**config.mk**
```make
export PLATFORM = sky130hd
export DESIGN_NAME = tia_motion_registers_top
export DESIGN_NICKNAME = d
export VERILOG_FILES = /design/src/rtl/tia_motion_pkg.sv /design/src/rtl/tia_motion_registers_top_tia_biphase_clock.sv /design/src/rtl/tia_motion_registers_top.sv
export SDC_FILE = /design/constraint.sdc
export NUM_CORES = 1
export LEC_CHECK = 0
export CORE_MARGIN = 5
export CORE_UTILIZATION = 51
export CTS_BUF_LIST = sky130_fd_sc_hd__clkbuf_8
export CTS_CLUSTER_DIAMETER = 200
export CTS_CLUSTER_SIZE = 40
export DETAILED_ROUTE_END_ITERATION = 16
export GPL_TIMING_DRIVEN = 0
export HOLD_SLACK_MARGIN = 0.02
export PLACE_DENSITY = 0.76
export SYNTH_ARGS = -nofsm -noshare
export SYNTH_HDL_FRONTEND = slang
export SYNTH_SLANG_ARGS = --single-unit
```
**constraint.sdc**
```tcl
create_clock -name clk -period 2.2 [get_ports clk]
set_clock_uncertainty 0.05 [all_clocks]
set_input_delay 0.44 -clock clk [delete_from_list [all_inputs] [get_ports clk]]
set_output_delay 0.44 -clock clk [all_outputs]
set_load 0.02 [all_outputs]
```
**src/rtl/tia_motion_pkg.sv**
```systemverilog
// Shared types and constants for the TIA horizontal-motion unit.
// Optional feature macro used by the top: TIA_HMOVE_RETRIGGER_EN.
package tia_motion_pkg;

    typedef enum logic [2:0] {
        OBJ_P0 = 3'd0,
        OBJ_P1 = 3'd1,
        OBJ_M0 = 3'd2,
        OBJ_M1 = 3'd3,
        OBJ_BL = 3'd4
    } obj_e;

    typedef enum logic {
        SEQ_IDLE = 1'b0,
        SEQ_RUN  = 1'b1
    } seq_state_e;

    localparam int HM_W    = 4;
    localparam int STEPS   = 16;
    localparam int PHASES  = 4;
    localparam int NUM_OBJ = 5;
    localparam int STEP_W  = $clog2(STEPS);
    localparam int PH_W    = $clog2(PHASES);

    localparam logic [HM_W-1:0]   HM_FLIP   = 4'b1000;
    localparam logic [STEP_W-1:0] LAST_STEP = 4'(STEPS - 1);

    // Signed motion value mapped to the number of extra clocks (0..15).
    function automatic logic [HM_W-1:0] hm_count(input logic [HM_W-1:0] hm);
        return hm ^ HM_FLIP;
    endfunction

endpackage

```
**src/rtl/tia_motion_registers_top_tia_biphase_clock.sv**
```systemverilog
// Two-phase horizontal clock: free-running /4 divider with registered
// phase strobes and the reset-sync status flag.
module tia_biphase_clock
    import tia_motion_pkg::*;
(
    input  logic clk,
    input  logic r,
    output logic hphi1,
    output logic hphi2,
    output logic rsynl
);

    logic [PH_W-1:0] r_ph;
    logic            r_hphi1;
    logic            r_hphi2;
    logic            r_rsynl;

    // Phase counter; strobes are registered so they track ph==0 / ph==2
    // while staying low during reset.
    always_ff @(posedge clk or posedge r) begin
        if (r) begin
            r_ph    <= 2'd0;
            r_hphi1 <= 1'b0;
            r_hphi2 <= 1'b0;
            r_rsynl <= 1'b1;
        end else begin
            r_ph    <= r_ph + 2'd1;
            r_hphi1 <= (r_ph == 2'd3);
            r_hphi2 <= (r_ph == 2'd1);
            if (r_ph == 2'd1) begin
                r_rsynl <= 1'b0;
            end
        end
    end

    assign hphi1 = r_hphi1;
    assign hphi2 = r_hphi2;
    assign rsynl = r_rsynl;

endmodule

```
**src/rtl/tia_motion_registers_top.sv**
```systemverilog
// HMOVE unit: five motion registers, the 16-step extra-clock sequencer and
// the two-phase clock. TIA_HMOVE_RETRIGGER_EN lets a new sec edge restart
// an active sequence; by default such an edge is ignored.
module tia_motion_registers_top
    import tia_motion_pkg::*;
(
    input  logic clk,
    input  logic r,
    input  logic d4,
    input  logic d5,
    input  logic d6,
    input  logic d7,
    input  logic p0hm,
    input  logic p1hm,
    input  logic m0hm,
    input  logic m1hm,
    input  logic blhm,
    input  logic hmclr,
    input  logic sec,
    output logic hphi1,
    output logic hphi2,
    output logic rsynl,
    output logic p0ec_bar,
    output logic p1ec_bar,
    output logic m0ec_bar,
    output logic m1ec_bar,
    output logic blec_bar
);

    logic [HM_W-1:0]    w_hm_data;
    logic [NUM_OBJ-1:0] w_wr;
    logic [NUM_OBJ-1:0] w_ec_bar;
    logic               w_hphi2;

    assign w_hm_data = {d7, d6, d5, d4};
    assign w_wr[int'(OBJ_P0)] = p0hm;
    assign w_wr[int'(OBJ_P1)] = p1hm;
    assign w_wr[int'(OBJ_M0)] = m0hm;
    assign w_wr[int'(OBJ_M1)] = m1hm;
    assign w_wr[int'(OBJ_BL)] = blhm;

    tia_biphase_clock u_clk (
        .clk   (clk),
        .r     (r),
        .hphi1 (hphi1),
        .hphi2 (w_hphi2),
        .rsynl (rsynl)
    );
    assign hphi2 = w_hphi2;

    seq_state_e          r_state;
    seq_state_e          w_state_n;
    logic [STEP_W-1:0]   r_step;
    logic [STEP_W-1:0]   w_step_n;
    logic                r_sec_d;
    logic                r_armed;
    logic                r_ph3;
    logic                w_sec_rise;
    logic                w_arm_req;
    logic                w_clear_arm;
    logic                w_emit;

    assign w_sec_rise = sec & ~r_sec_d;
`ifdef TIA_HMOVE_RETRIGGER_EN
    assign w_arm_req = w_sec_rise;
`else
    assign w_arm_req = w_sec_rise & (r_state == SEQ_IDLE);
`endif

    // Sequencer state; r_ph3 marks the edge that enters an hphi1 cycle.
    always_ff @(posedge clk or posedge r) begin
        if (r) begin
            r_state <= SEQ_IDLE;
            r_step  <= 4'd0;
            r_sec_d <= 1'b0;
            r_armed <= 1'b0;
            r_ph3   <= 1'b0;
        end else begin
            r_state <= w_state_n;
            r_step  <= w_step_n;
            r_sec_d <= sec;
            r_armed <= w_arm_req | (r_armed & ~w_clear_arm);
            r_ph3   <= w_hphi2;
        end
    end

    // Step advance happens only on hphi1 entry; a pending arm restarts at 0.
    always_comb begin
        w_state_n   = r_state;
        w_step_n    = r_step;
        w_clear_arm = 1'b0;
        if (r_ph3) begin
            case (r_state)
                SEQ_IDLE: begin
                    if (r_armed) begin
                        w_state_n   = SEQ_RUN;
                        w_step_n    = 4'd0;
                        w_clear_arm = 1'b1;
                    end else begin
                        w_state_n = SEQ_IDLE;
                    end
                end
                SEQ_RUN: begin
                    if (r_armed) begin
                        w_step_n    = 4'd0;
                        w_clear_arm = 1'b1;
                    end else if (r_step == LAST_STEP) begin
                        w_state_n = SEQ_IDLE;
                    end else begin
                        w_step_n = r_step + 4'd1;
                    end
                end
                default: begin
                    w_state_n = SEQ_IDLE;
                    w_step_n  = 4'd0;
                end
            endcase
        end else begin
            w_state_n = r_state;
        end
    end

    assign w_emit = r_ph3 & (w_state_n == SEQ_RUN);

    genvar g;
    generate
        for (g = 0; g < NUM_OBJ; g++) begin : g_slice
            logic [HM_W-1:0] r_hm;
            logic            r_ec_bar;

            // Motion register: clear has priority over a write strobe.
            always_ff @(posedge clk or posedge r) begin
                if (r) begin
                    r_hm <= 4'd0;
                end else if (hmclr) begin
                    r_hm <= 4'd0;
                end else if (w_wr[g]) begin
                    r_hm <= w_hm_data;
                end
            end

            // Live compare against the current register value.
            always_ff @(posedge clk or posedge r) begin
                if (r) begin
                    r_ec_bar <= 1'b1;
                end else begin
                    r_ec_bar <= ~(w_emit && (w_step_n < hm_count(r_hm)));
                end
            end

            assign w_ec_bar[g] = r_ec_bar;
        end
    endgenerate

    assign p0ec_bar = w_ec_bar[int'(OBJ_P0)];
    assign p1ec_bar = w_ec_bar[int'(OBJ_P1)];
    assign m0ec_bar = w_ec_bar[int'(OBJ_M0)];
    assign m1ec_bar = w_ec_bar[int'(OBJ_M1)];
    assign blec_bar = w_ec_bar[int'(OBJ_BL)];

endmodule

```
# Word-level counts from Yosys, hierarchy flattened

Cells that the tools add are included.
W data, S select, Z words.

Bits in registers: 38
Output and inout bits: 8
Input port bits: 13
Logic and storage cells: 78

Bitwise logic cells: 18
Add/sub/neg operators: 2
Reduce and logical (&&, ||, !) cells: 10
Muxes and demuxes: 21
Eq/ne operators: 3
Order comparisons: 5

Operators with widths:

| kind                  | count |
|---|---|
| $mux W4               | 14 |
| $lt A4 B4 Y1          | 5 |
| $not A1 Y1            | 13 |
| $reduce_bool A2 Y1    | 5 |
| $pmux W4 S2           | 1 |
| $logic_and A1 B1 Y1   | 5 |
| $mux W1               | 5 |
| $add A4 B1 Y4 const B | 1 |
| $and A1 B1 Y1         | 4 |
| $eq A4 B4 Y1 const B  | 1 |
| $add A2 B1 Y2 const B | 1 |
| $eq A2 B1 Y1 const B  | 1 |
| $eq A2 B2 Y1 const B  | 1 |
| $pmux W1 S2           | 1 |
| $or A1 B1 Y1          | 1 |

# Longest topological paths before layout

Depth after elaboration: 8
Depth in mapped cells: 9
Mapped depth without buffers: 9

# Modules after synthesis

Synthesis repeated with hierarchy kept, for this count alone.

Cell total of the unflattened synthesis: 179
Area total of the unflattened synthesis: 1930.6 um2

Modules (own cells, without submodules):

| module                   | instances | sequential area each (um2) | cells each | area an instance (um2) |
|---|---|---|---|---|
| tia_motion_registers_top | 1         | 832.0                      | 166        | 1737.9 |
| tia_biphase_clock        | 1         | 126.4                      | 13         | 192.7 |

# Worst setup path after synthesis

Ideal clock, no wire load.

Path type: reg2reg
From: register r_step[0]
To: register g_slice[2].r_ec_bar, in the netlist m0ec_bar
Required time: 2.063 ns
Setup time: 0.087 ns
Path buffers: 0
Stages on the path, launching flop included: 10
Arrival: 1.966 ns
Period minus slack after synthesis: 2.103 ns
Slack: 0.097 ns
Cell sequence: dfrtp_1 -> ha_1 -> nand3_1 -> and3_4 -> a21oi_1 -> o22ai_1 -> ha_1 -> nor2_1 -> o211a_1 -> a21oi_1

Longest elaborated chain between the ends: 8
Elaborated cells between the ends (all ways): 15
Those cells by class: add/sub: 1; order compare: 1; eq/ne: 1; mux: 9; bitwise: 2; reduce/logical: 1

Ends and longest elaborated chain:

| what                                          | RTL line                                                         | RTL |
|---|---|---|
| start: declaration                            | tia_motion_registers_top.sv:53                                   | `logic [STEP_W-1:0] r_step;` |
| start signal: assignment                      | tia_motion_registers_top.sv:80                                   | `r_step <= w_step_n;` |
| $add A4 B1 Y4 or $eq A4 B4 Y1 (tied branches) | tia_motion_registers_top.sv:110, tia_motion_registers_top.sv:107 |  |
| $mux W4 *                                     | tia_motion_registers_top.sv:107                                  | `end else if (r_step == LAST_STEP) begin` |
| $mux W4 *                                     | tia_motion_registers_top.sv:104                                  | `if (r_armed) begin` |
| $pmux W4 S2 *                                 | tia_motion_registers_top.sv:93                                   | `case (r_state)` |
| $mux W4 *                                     | tia_motion_registers_top.sv:92                                   | `if (r_ph3) begin` |
| via w_step_n[1]                               | tia_motion_registers_top.sv:54                                   | `logic [STEP_W-1:0] w_step_n;` |
| $lt A4 B4 Y1 *                                | tia_motion_registers_top.sv:147                                  | `r_ec_bar <= ~(w_emit && (w_step_n < hm_count(r_hm)));` |
| $logic_and A1 B1 Y1 *                         | tia_motion_registers_top.sv:147                                  |  |
| $not A1 Y1 *                                  | tia_motion_registers_top.sv:147                                  |  |
| end signal: assignment                        | tia_motion_registers_top.sv:147                                  |  |
| end: declaration                              | tia_motion_registers_top.sv:129                                  | `logic r_ec_bar;` |

Mark *: on every way through the listed nets, which the timed path passes. The rest lies on a longest branch.
A chain may end at the register's enable or synchronous reset.

# Final worst setup path

Ends and elaborated chain as after synthesis.

==> results.yml <==
worst_hold_path:
  worstHoldPathCells: 0
  min_path_type: "reg -> reg"
critical_path:
  crit_end: "m0ec_bar"
  arrival_ns: 2.27
  end_kind: "register"
  r2r_cells: 9
  startpoint: "r_step[0]"
  cp.required_ns: 2.36
  regToRegSetupSlack_ns: 0.09
  r2r_start: "r_step[0]"
  cp_max_fo: 6
  cp-start-kind: "register"
  critPathKind: "reg -> reg"
  reg2reg_to: "m0ec_bar"
final_layout:
  area_delta_synth_final_pct: 20.96
  final_area_sq_mm: 0.002340
  multi_input_area_sq_um: 922.1
  fin_util_pct: 63.91
  drive_gt1_share_pct: 14.85
  n_fill_cell: 290
  seq_area_sq_um: 960.9
  nets: 232
  antenna_cells: 0
  final_cells: 250
timing:
  fin_crit_ns: 2.105
  max_freq_mhz: 475.0
  setup_viol: 0
  fin_crit_sh_pct: 95.69
  slew_headroom_pct: 49.66
  max_slew.worst_pin.slew_ns: 0.7541
  rsz0062_at_grt: "true"
  finalHoldViolCount: 0
  finalMaxSlewViolations: 0
global_route:
  busiest_layer: "met2"
  grt_max_degree: 39
  grtUsageMet3_pct: 4.488
  overflow: 0
  grt_use_total_pct: 15.69
  use_met1_pct: 19.75
  grtUsageMet2_pct: 26.33
  grt_pass1_wl_microns: 6237
  antenna_found_initial: 0
  grt_pass1_vias: 1347
floorplan:
  die_height_microns: 71.59
  die_width_microns: 71.59
  ios: 21
  core_sq_mm: 0.003661
  rows: 22
  start_util_pct: 52.84
  die_area_sq_mm: 0.005124
pwr:
  pwr-share-comb_pct: 31.0
  leakagePower_nw: 1.133
  sw_frac_of_total_pct: 32.15
  finalPower_mw: 2.321
  switching_power_mw: 0.7460
  p_seq_share_pct: 37.7
  ir_drop_v: 0.0005662
  p_clk_share_pct: 31.3
  p_int_mw: 1.575
  cellPowerDensity_mw_per_mm2: 991.8
detailed_routing:
  first_pass_iters: 4
  initialDrtViolationCount: 39
  drc: 0
  ant_nets: 0
  drt-vias-per-instance: 5.308
  drt-wirelength-per-cell_microns: 14.98
  wirelength_microns: 3745
  via_count: 1327
place:
  gp_congestion: 0.7882
  place_area_sq_mm: 0.002135
  dpl.hpwl_microns: 2759
  placedCellCount: 240
  port_buffers: 14
clock_tree:
  cts_tree: "built"
  cts_hold_buffers: 0
  htree_levels: 2
  cts-root-buf: "clkbuf_8"
  clock-sinks: 38
  cts_max_path_buffers: 2
  numCtsBuffers: 5
  path_clk_slew_ns: 0.07
  clk_latency_ns: 0.29
synth:
  synth_fp_nets: 209
  synth-seq-cells: 38
  ys_warn_count: 0
  yosysUniqueCellTypes: 25
  syn_area_sq_mm: 0.001934
  synth_area_per_cell_sq_um: 10.87
  synth.yosys.seq_area_share_pct: 49.55
  syn_inst: 178
status:
  outcome: "complete, no violations"
run:
  cap_violations: 0
-- worst max-delay path, stage by stage, from the launching register on --
cell,delay [ns]
dfrtp_2,0.41
ha_4,0.18
nand3_1,0.16
and3_4,0.25
a21oi_2,0.19
o22ai_4,0.13
ha_1,0.29
nor2_1,0.04
o211a_1,0.19
a21oi_1,0.14
-- power groups by stage --
stage	clock (mW)	combinational, mW	sequential, mW
6_report	0.727	0.720	0.874
5_1_grt	0.783	0.813	0.882
4_1_cts	0.738	0.671	0.871
3_5_place_dp	0	0.604	0.881
3_3_place_gp	0	0.548	0.867
2_1_floorplan	0	0.455	0.853
-- worst min-delay path by stage --
stage / slack [ns] / start / end
final: 0.33 / u_clk.hphi2 / r_ph3
after global routing: 0.35 / u_clk.hphi2 / r_ph3
after CTS: 0.33 / u_clk.hphi2 / r_ph3
after detailed placement: 0.32 / u_clk.hphi2 / r_ph3
after global placement: 0.31 / u_clk.hphi2 / r_ph3
after floorplan: 0.38 / u_clk.r_ph[0] / u_clk.r_ph[0]
-- cells in the mapped netlist --
cell type | instances | area share (%)
clkbuf_1 | 7 | 1.4
nor2_1 | 26 | 5.0
or2b_1 | 1 | 0.39
inv_1 | 18 | 3.5
nand3_1 | 2 | 0.52
nand4_1 | 1 | 0.32
nor2b_1 | 1 | 0.32
o21ai_0 | 4 | 1.0
a31oi_1 | 1 | 0.32
o211a_1 | 5 | 2.6
a21o_1 | 1 | 0.39
and4b_1 | 5 | 2.6
a41oi_4 | 1 | 1.4
o211ai_4 | 1 | 1.1
nand2_1 | 8 | 1.6
dfstp_2 | 6 | 8.2
buf_2 | 1 | 0.26
a21oi_1 | 15 | 3.9
o22ai_1 | 1 | 0.32
ha_1 | 18 | 12
mux2i_1 | 20 | 10
o21ai_2 | 1 | 0.45
dfrtp_1 | 32 | 41
and3_4 | 1 | 0.58
and4_2 | 1 | 0.52
-- layer usage --
metal  part of all wire, %  wire, microns
met1                    47           1744
met2                    47           1756
met3                   4.9            184
met4                   1.6             59
met5                     0              0
-- flip-flops by register name (all words and copies together), names as in the netlist --
register / cells
blec_bar: 1
g_slice.r_hm: 20
m0ec_bar: 1
m1ec_bar: 1
p0ec_bar: 1
p1ec_bar: 1
r_armed: 1
r_ph3: 1
r_sec_d: 1
r_state: 1
r_step: 4
u_clk.hphi1: 1
u_clk.hphi2: 1
u_clk.r_ph: 2
u_clk.rsynl: 1
-- final cells by class --
class,count,area share [%]
clock inverter,2,2.567
clock buffer,6,3.529
sequential,38,41.07
tap,48,2.567
buffer,8,1.337
multi-input combinational,114,39.41
timing repair buffer,16,6.631
inverter,18,2.888
-- cell usage in the layout, fill, tap and decap left out, types with 2 or more instances in the layout --
cell type / synthesis / routed
dfrtp_1: 32 / 30
nor2_1: 26 / 26
mux2i_1: 20 / 20
inv_1: 18 / 17
ha_1: 18 / 17
clkdlybuf4s50_1: 0 / 14
a21oi_1: 15 / 12
nand2_1: 8 / 8
clkbuf_1: 7 / 7
dfstp_2: 6 / 6
clkbuf_8: 0 / 6
and4b_1: 5 / 5
o211a_1: 5 / 5
o21ai_0: 4 / 4
nand3_1: 2 / 2
a21oi_2: 0 / 2
bufinv_16: 0 / 2
dfrtp_2: 0 / 2
buf_4: 0 / 2
-- through the flow --
step	hold slack (ns)	setup TNS (ns)	setup WS (ns)
after floorplan	0.3781	0	0.09674
after global placement	0.3096	-0.8046	-0.1718
after detailed placement	0.3168	-1.364	-0.2924
after CTS	0.3331	0	0.01109
after global routing	0.3542	-0.01586	-0.009465
final	0.3333	0	0.09473
-- cells by family (layout without fill, tap and decap cells) --
kind of cell	Yosys count	in the layout	synth area share (%)
AOI/OAI and AO/OA	30	30	11.51
and+or+nand+nor	46	46	11.84
buffers and inverters	26	50	5.110
muxes	20	20	10.35
adders and majority gates	18	18	11.64
DFF	38	38	49.55
-- timing repair --
action / CTS / global route
setup buffers: 1 / 1
setup endpoints to repair: 5 / 5
pin swaps: 0 / 2
resized for setup: 6 / 4
No activity file was read; power rests on OpenSTA's default activity.
